===== src/rtl/klotski_pkg.sv =====
// Shared types, levels and helpers for the klotski camera path
// (rgb_block_avg and RGBSort).
package klotski_pkg;

    localparam int NUM_BLOCKS = 16;
    localparam int GRID       = 4;

    typedef struct packed {
        logic [7:0] r;
        logic [7:0] g;
        logic [7:0] b;
    } rgb_t;

    localparam logic [7:0] QLVL_LO  = 8'h00;
    localparam logic [7:0] QLVL_MID = 8'h7F;
    localparam logic [7:0] QLVL_HI  = 8'hFF;
    localparam logic [7:0] QTHR_LO  = 8'h40;
    localparam logic [7:0] QTHR_HI  = 8'hC0;

    typedef enum logic [2:0] {
        IDLE     = 3'd0,
        WAIT_SOF = 3'd1,
        ACCUM    = 3'd2,
        LATCH    = 3'd3,
        DONE     = 3'd4
    } rgb_avg_state_t;

    function automatic logic [7:0] quant_chan(input logic [7:0] c);
        logic [7:0] q;
        if (c < QTHR_LO) begin
            q = QLVL_LO;
        end else if (c < QTHR_HI) begin
            q = QLVL_MID;
        end else begin
            q = QLVL_HI;
        end
        return q;
    endfunction

endpackage


===== src/rtl/rgb_quantize.sv =====
// Snaps a 24-bit colour onto the three RGBSort levels per channel.
module rgb_quantize
    import klotski_pkg::*;
(
    input  logic [23:0] i_rgb,
    output logic [23:0] o_rgb
);

    rgb_t in_s;
    rgb_t q_s;

    // Per-channel threshold snap.
    always_comb begin
        in_s   = rgb_t'(i_rgb);
        q_s.r  = quant_chan(in_s.r);
        q_s.g  = quant_chan(in_s.g);
        q_s.b  = quant_chan(in_s.b);
    end

    assign o_rgb = q_s;

endmodule


===== src/rtl/rgb_block_avg.sv =====
// Averages a centred window of each 4x4 grid tile over one frame.
// Optional build macro: RGB_QUANT_EN (quantise latched averages to RGBSort levels).
module rgb_block_avg
    import klotski_pkg::*;
#(
    parameter int H_ACTIVE  = 640,
    parameter int V_ACTIVE  = 480,
    parameter int X0        = 64,
    parameter int Y0        = 0,
    parameter int TILE_LOG2 = 7,
    parameter int WIN_LOG2  = 6
)(
    input  logic        i_clk,
    input  logic        i_rst_n,
    input  logic        i_start,
    input  logic        i_valid,
    input  logic [10:0] i_x,
    input  logic [9:0]  i_y,
    input  logic [23:0] i_rgb,
    output logic [23:0] o_block0,
    output logic [23:0] o_block1,
    output logic [23:0] o_block2,
    output logic [23:0] o_block3,
    output logic [23:0] o_block4,
    output logic [23:0] o_block5,
    output logic [23:0] o_block6,
    output logic [23:0] o_block7,
    output logic [23:0] o_block8,
    output logic [23:0] o_block9,
    output logic [23:0] o_block10,
    output logic [23:0] o_block11,
    output logic [23:0] o_block12,
    output logic [23:0] o_block13,
    output logic [23:0] o_block14,
    output logic [23:0] o_block15,
    output logic        o_done
);

    localparam int ACC_W  = 8 + 2 * WIN_LOG2;
    localparam int TILE   = 1 << TILE_LOG2;
    localparam int WIN    = 1 << WIN_LOG2;
    localparam int MARGIN = (TILE - WIN) / 2;

    localparam logic [10:0] X_ORG  = 11'(X0);
    localparam logic [10:0] X_SPAN = 11'(GRID * TILE);
    localparam logic [10:0] X_LIM  = 11'(H_ACTIVE);
    localparam logic [10:0] X_LAST = 11'(H_ACTIVE - 1);
    localparam logic [9:0]  Y_ORG  = 10'(Y0);
    localparam logic [9:0]  Y_SPAN = 10'(GRID * TILE);
    localparam logic [9:0]  Y_LIM  = 10'(V_ACTIVE);
    localparam logic [9:0]  Y_LAST = 10'(V_ACTIVE - 1);
    localparam logic [TILE_LOG2-1:0] WIN_LO = TILE_LOG2'(MARGIN);
    localparam logic [TILE_LOG2-1:0] WIN_HI = TILE_LOG2'(MARGIN + WIN);

    rgb_avg_state_t state_r, state_next_s;

    logic [10:0] dx_s;
    logic [9:0]  dy_s;
    logic        in_grid_s, in_win_s, sof_s, last_s;
    logic [3:0]  tile_s;
    logic        clr_s, pipe_load_s, latch_s;

    logic        pipe_vld_r, pipe_win_r;
    logic [3:0]  pipe_tile_r;
    logic [23:0] pipe_rgb_r;

    logic [ACC_W-1:0] acc_r [NUM_BLOCKS][3];
    logic [23:0]      avg_s [NUM_BLOCKS];
    logic [23:0]      blk_next_s [NUM_BLOCKS];
    logic [23:0]      blk_r [NUM_BLOCKS];
    logic             done_r;

    // Pixel-to-tile mapping; the unsigned offset wraps for pixels left of or above the grid.
    always_comb begin
        dx_s      = i_x - X_ORG;
        dy_s      = i_y - Y_ORG;
        in_grid_s = (i_x >= X_ORG) && (dx_s < X_SPAN) && (i_x < X_LIM) &&
                    (i_y >= Y_ORG) && (dy_s < Y_SPAN) && (i_y < Y_LIM);
        tile_s    = {dy_s[TILE_LOG2 +: 2], dx_s[TILE_LOG2 +: 2]};
        in_win_s  = in_grid_s &&
                    (dx_s[TILE_LOG2-1:0] >= WIN_LO) && (dx_s[TILE_LOG2-1:0] < WIN_HI) &&
                    (dy_s[TILE_LOG2-1:0] >= WIN_LO) && (dy_s[TILE_LOG2-1:0] < WIN_HI);
        sof_s     = i_valid && (i_x == 11'd0) && (i_y == 10'd0);
        last_s    = i_valid && (i_x == X_LAST) && (i_y == Y_LAST);
    end

    // Capture state register.
    always_ff @(posedge i_clk or negedge i_rst_n) begin
        if (!i_rst_n) begin
            state_r <= IDLE;
        end else begin
            state_r <= state_next_s;
        end
    end

    // Next state and control strobes; a start request overrides everything, including the last pixel.
    always_comb begin
        state_next_s = state_r;
        clr_s        = 1'b0;
        pipe_load_s  = 1'b0;
        latch_s      = 1'b0;
        if (i_start) begin
            state_next_s = WAIT_SOF;
            clr_s        = 1'b1;
        end else begin
            case (state_r)
                IDLE: state_next_s = IDLE;
                WAIT_SOF: begin
                    if (sof_s) begin
                        state_next_s = ACCUM;
                        pipe_load_s  = 1'b1;
                    end else begin
                        state_next_s = WAIT_SOF;
                    end
                end
                ACCUM: begin
                    pipe_load_s  = i_valid;
                    state_next_s = last_s ? LATCH : ACCUM;
                end
                LATCH: begin
                    if (pipe_vld_r) begin
                        state_next_s = LATCH;
                    end else begin
                        latch_s      = 1'b1;
                        state_next_s = DONE;
                    end
                end
                DONE:    state_next_s = DONE;
                default: state_next_s = IDLE;
            endcase
        end
    end

    // One-stage pixel pipeline ahead of the accumulators.
    always_ff @(posedge i_clk or negedge i_rst_n) begin
        if (!i_rst_n) begin
            pipe_vld_r  <= 1'b0;
            pipe_win_r  <= 1'b0;
            pipe_tile_r <= 4'd0;
            pipe_rgb_r  <= 24'h000000;
        end else begin
            pipe_vld_r  <= pipe_load_s;
            pipe_win_r  <= in_win_s;
            pipe_tile_r <= tile_s;
            pipe_rgb_r  <= i_rgb;
        end
    end

    // Per-tile channel sums; channel 0 is red.
    always_ff @(posedge i_clk or negedge i_rst_n) begin
        if (!i_rst_n) begin
            for (int t = 0; t < NUM_BLOCKS; t++) begin
                for (int c = 0; c < 3; c++) begin
                    acc_r[t][c] <= {ACC_W{1'b0}};
                end
            end
        end else begin
            for (int t = 0; t < NUM_BLOCKS; t++) begin
                for (int c = 0; c < 3; c++) begin
                    if (clr_s) begin
                        acc_r[t][c] <= {ACC_W{1'b0}};
                    end else if (pipe_vld_r && pipe_win_r && (pipe_tile_r == 4'(t))) begin
                        acc_r[t][c] <= acc_r[t][c] + ACC_W'(pipe_rgb_r[16 - 8 * c +: 8]);
                    end else begin
                        acc_r[t][c] <= acc_r[t][c];
                    end
                end
            end
        end
    end

    // The window holds 2^(2*WIN_LOG2) pixels, so the top byte of each sum is the exact mean.
    for (genvar g = 0; g < NUM_BLOCKS; g++) begin : g_avg
        assign avg_s[g] = {acc_r[g][0][ACC_W-1 -: 8],
                           acc_r[g][1][ACC_W-1 -: 8],
                           acc_r[g][2][ACC_W-1 -: 8]};
`ifdef RGB_QUANT_EN
        rgb_quantize u_quant (
            .i_rgb (avg_s[g]),
            .o_rgb (blk_next_s[g])
        );
`else
        assign blk_next_s[g] = avg_s[g];
`endif
    end

    // Result registers, only written when a capture completes.
    always_ff @(posedge i_clk or negedge i_rst_n) begin
        if (!i_rst_n) begin
            for (int t = 0; t < NUM_BLOCKS; t++) begin
                blk_r[t] <= 24'h000000;
            end
        end else begin
            for (int t = 0; t < NUM_BLOCKS; t++) begin
                blk_r[t] <= latch_s ? blk_next_s[t] : blk_r[t];
            end
        end
    end

    // Done flag: rises the cycle after entering DONE, drops as soon as a start is sampled.
    always_ff @(posedge i_clk or negedge i_rst_n) begin
        if (!i_rst_n) begin
            done_r <= 1'b0;
        end else begin
            done_r <= (state_r == DONE) && !i_start;
        end
    end

    assign o_done    = done_r;
    assign o_block0  = blk_r[0];
    assign o_block1  = blk_r[1];
    assign o_block2  = blk_r[2];
    assign o_block3  = blk_r[3];
    assign o_block4  = blk_r[4];
    assign o_block5  = blk_r[5];
    assign o_block6  = blk_r[6];
    assign o_block7  = blk_r[7];
    assign o_block8  = blk_r[8];
    assign o_block9  = blk_r[9];
    assign o_block10 = blk_r[10];
    assign o_block11 = blk_r[11];
    assign o_block12 = blk_r[12];
    assign o_block13 = blk_r[13];
    assign o_block14 = blk_r[14];
    assign o_block15 = blk_r[15];

endmodule


===== config.mk =====
export PLATFORM = sky130hd
export DESIGN_NAME = rgb_block_avg
export DESIGN_NICKNAME = d
export VERILOG_FILES = /design/src/rtl/klotski_pkg.sv /design/src/rtl/rgb_quantize.sv /design/src/rtl/rgb_block_avg.sv
export SDC_FILE = /design/constraint.sdc
export NUM_CORES = 2
export LEC_CHECK = 0
export BUFFER_PORTS_ARGS = -buffer_cell sky130_fd_sc_hd__buf_4
export CAP_MARGIN = 5
export CORE_MARGIN = 5
export CORE_UTILIZATION = 40
export DETAILED_ROUTE_END_ITERATION = 6
export RECOVER_POWER = 100
export SLEW_MARGIN = 40
export SYNTH_ARGS = -nofsm -noshare
export SYNTH_HDL_FRONTEND = slang
export SYNTH_SLANG_ARGS = --single-unit
export TNS_END_PERCENT = 30

===== constraint.sdc =====
create_clock -name i_clk -period 3.95 [get_ports i_clk]
set_clock_uncertainty 0.15 [all_clocks]
set_input_delay 1.185 -clock i_clk [delete_from_list [all_inputs] [get_ports i_clk]]
set_output_delay 1.185 -clock i_clk [all_outputs]
set_load 0.02 [all_outputs]

==> flow_results.org <==
** Clocking
- Num CTS Buffers :: 158
- The root buffer cell chosen for the clock tree is sky130_fd_sc_hd__clkbuf_16.
- Maximum clock insertion buffer count :: 3
- The number of gates resized after CTS was 0.
- Number of clock sinks seen by CTS :: 1,378
- Hold-fix buffer count after cts :: 0
- CTS tree :: built
- Post-CTS timing repair inserted 0 buffers for setup.
- Clock insertion delay at the later pin of the skew report :: 810 ps
- CTS built an H-tree with a depth of 4.
- Clock-pin slew reported for the worst setup and hold paths after clock tree synthesis :: 60 ps

** Job
- Max_cap viols :: 5

** Worst setup path
- Along the worst path, the maximum fanout reaches 19.
- Longest individual stage delay on the worst path :: 780 ps
- Crit path cell chain :: clkbuf_2 -> or4_1 -> clkbuf_2 -> clkbuf_1 -> mux2_2
- Class of the most critical setup path :: primary input to register
- For the worst setup path, the data arrival time is 4250 ps.
- STA classifies the critical path endpoint as a register.
- Worst path slowest cell :: sky130_fd_sc_hd__or4_1
- CP Launch Type :: primary input
- Endpoint required time on the critical path :: 4470 ps
- The most numerous cell type found on the critical path is sky130_fd_sc_hd__clkbuf_2.

** Floorplan
- The die is 440 µm wide.
- The die covers 0.194 mm².
- The die is 440 µm tall.
- The core region is 0.185 mm².
- Standard-cell row count :: 158
- IO Pins :: 434
- The initial utilization of the core area, before any placement, comes to 40.1%.

** Timing
- The total count of max-transition violations in the final report was 269.
- Pin slew with the least headroom to its limit :: 2730 ps
- Subtracting the final worst setup slack from the clock period gives 3730 ps.
- Final number of setup-violating endpoints :: 0
- For this run, the top clock speed supported by timing is 0.268 GHz.
- Dividing the final minimum period by the clock period gives 94.4%.
- Unrepaired setup endpoints after global routing :: no
- Number of failing hold endpoints at the final stage :: 0
- Worst max-slew margin expressed relative to the limit :: -81.9%
- Setup total negative slack on the finished layout was measured at 0 ps.
- Final hold analysis gives a worst-case slack of 322 ps.

** Run status
- The run finished, with violations left.
- The checks that failed: max-capacitance violations, max-slew violations.

** Power and ir drop
- Largest voltage drop on the vdd net :: 0.000328 V
- Ratio of total power to cell area :: 374 mW/mm²
- Leakage power :: 36.9 nW

** Synthesis
- Counting every net in the synthesized netlist gives 7,961.
- The top cell type by area accounts for 46.6% of the synthesized area.
- Of all cell types, the one taking the most synthesized area is sky130_fd_sc_hd__dfrtp_1.
- The synthesized design contains 1,378 register bits.
- In this run, synthesis inferred 0 flip-flops with an integrated enable.
- Syn. warnings :: 0
- Dividing the synthesized area by the synthesized cell count gives 9.90 µm².
- Proportion of register bits with asynchronous set or reset after synthesis :: 100%
- Netlist Area Pre-Place :: 0.0741 mm²
- Synthesis produced a netlist whose cell count is 7,478.
- For this run, the register share of the synthesized area comes to 46.6%.
- Top flip-flop cell by instance count after synthesis :: sky130_fd_sc_hd__dfrtp_1
- Top cells by area, synth :: sky130_fd_sc_hd__dfrtp_1 47%, sky130_fd_sc_hd__ha_1 6.5%, sky130_fd_sc_hd__mux2_2 5.7%
- Number of distinct library cell variants in the gate-level netlist after synthesis :: 80

** Place
- Number of placed cells counting well taps :: 10,300
- Summing all placed instances gives a cell area of 0.0815 mm².
- Routability-driven placement congestion ratio :: 0.835
- Buffers placed on the I/O ports in this run total 433.
- Detailed placement ended at an HPWL of 142 mm.

** Finish
- Area delta synth->final :: 14.8%
- Measured on the finished design, the core utilization comes to 46.0%.
- Post-layout nets :: 8,472
- Fraction of final layout cells sized beyond drive strength 1 :: 11.0%
- Highest-count cells in the layout ignoring fill and taps :: 1,357 x sky130_fd_sc_hd__dfrtp_1, 861 x sky130_fd_sc_hd__nand2_1, 721 x sky130_fd_sc_hd__nor2_1
- Most frequent standard cell in the layout excluding fill and tap cells :: sky130_fd_sc_hd__dfrtp_1
- Register bank with the most flops :: acc_r
- Final design area excluding fillers :: 0.0850 mm²
- The register with the most flip-flops in the layout has 960 of them.
- The finished layout holds 10,600 standard cells, fillers aside.

** Global route
- GRT Util Overall :: 20.9%
- The first global-routing pass estimated 327 mm of wire.
- Pin count of the biggest net entering global routing :: 124
- After global routing the overflow that remains totals 0.
- The number of global-route vias before repair came to 58,300.
- The number of antenna violations at the first check in global routing is 3.

** Detailed routing
- The count of nets left with antenna violations once routing finished came out at 0.
- DRC marker count from the first detailed-route iteration :: 3,915
- In the routed design, unresolved DRC markers number 0.
- Vias :: 58,000
- Wire length per cell after detailed routing :: 19.4 µm
- Via-per-instance ratio :: 5.47
- Drt first pass iters :: 6
- The routed design has 205 mm of wire.

** Hold path
- Path category of the worst min-delay check :: register to register
through the flow:
| step | worst slack [ps] | power (W) |
|---|---|---|
| after floorplan | 363 | 0.0155 |
| after global placement | 575 | 0.0165 |
| after detailed placement | 520 | 0.0165 |
| after CTS | 483 | 0.0324 |
| after global routing | 111 | 0.0330 |
| final | 222 | 0.0318 |
where the power goes:
part	switching [W]	internal, W
combinational	0.00121	0.000470
sequential	0.000211	0.0142
clock	0.00621	0.00947
synth_stat cells, types with 148 or more instances:
master / number
sky130_fd_sc_hd__xor2_1: 148
sky130_fd_sc_hd__dfrtp_1: 1378
sky130_fd_sc_hd__a21oi_1: 605
sky130_fd_sc_hd__nor2_1: 726
sky130_fd_sc_hd__xnor2_1: 476
sky130_fd_sc_hd__nand3_1: 204
sky130_fd_sc_hd__nand2_1: 863
sky130_fd_sc_hd__nor3_1: 176
sky130_fd_sc_hd__ha_1: 386
sky130_fd_sc_hd__o21ai_0: 289
sky130_fd_sc_hd__a211oi_1: 155
sky130_fd_sc_hd__clkbuf_1: 261
sky130_fd_sc_hd__mux2_2: 374
cell families after synthesis:
logic type	Yosys count	share of synthesized area, %
XOR/XNOR	624	7.38
buffers and inverters	403	2.06
flip-flops	1378	46.6
AND/OR/NAND/NOR	2712	17.5
adder cells (fa/ha/maj)	434	7.82
AO/OA/AOI/OAI	1547	12.9
multiplexers	380	5.77
cell type report:
type                       count  area [µm²]
antenna                        1        2.50
clock buffer                 221        4640
clock inverter                71         957
fill                       17700       99800
inverter                     114         430
multi-input combinational   5697       38100
sequential                  1378       34500
tap                         2480        3100
timing repair buffer         640        3270
final timing paths:
check                           cells after the start  slack, ps            to           from
worst max-delay path                                5        220  o_block2[18]        i_start
worst min-delay path                                2        320  o_block10[6]   o_block10[6]
worst max register to register                      9        260    acc_r[790]  pipe_rgb_r[0]
worst min register to register                      2        320  o_block10[6]   o_block10[6]
max in group asynchronous                           3        470   o_block5[5]        i_rst_n
min in group asynchronous                           1       1230  o_block13[6]        i_rst_n
per-layer routing:
layer	vias up	wire, µm	global-route usage (%)
li1	27800	-	-
met1	28700	89400	26.9
met2	1069	101000	36.0
met3	317	8030	2.96
met4	0	7180	7.58
met5	-	0	0
worst max-delay path: cells and delay by family:
| family | cells | cell delay [ps] |
|---|---|---|
| buffers and inverters | 3 | 1810 |
| and+or+nand+nor | 1 | 780 |
| muxes | 1 | 400 |
No activity file was read; power rests on OpenSTA's default activity.
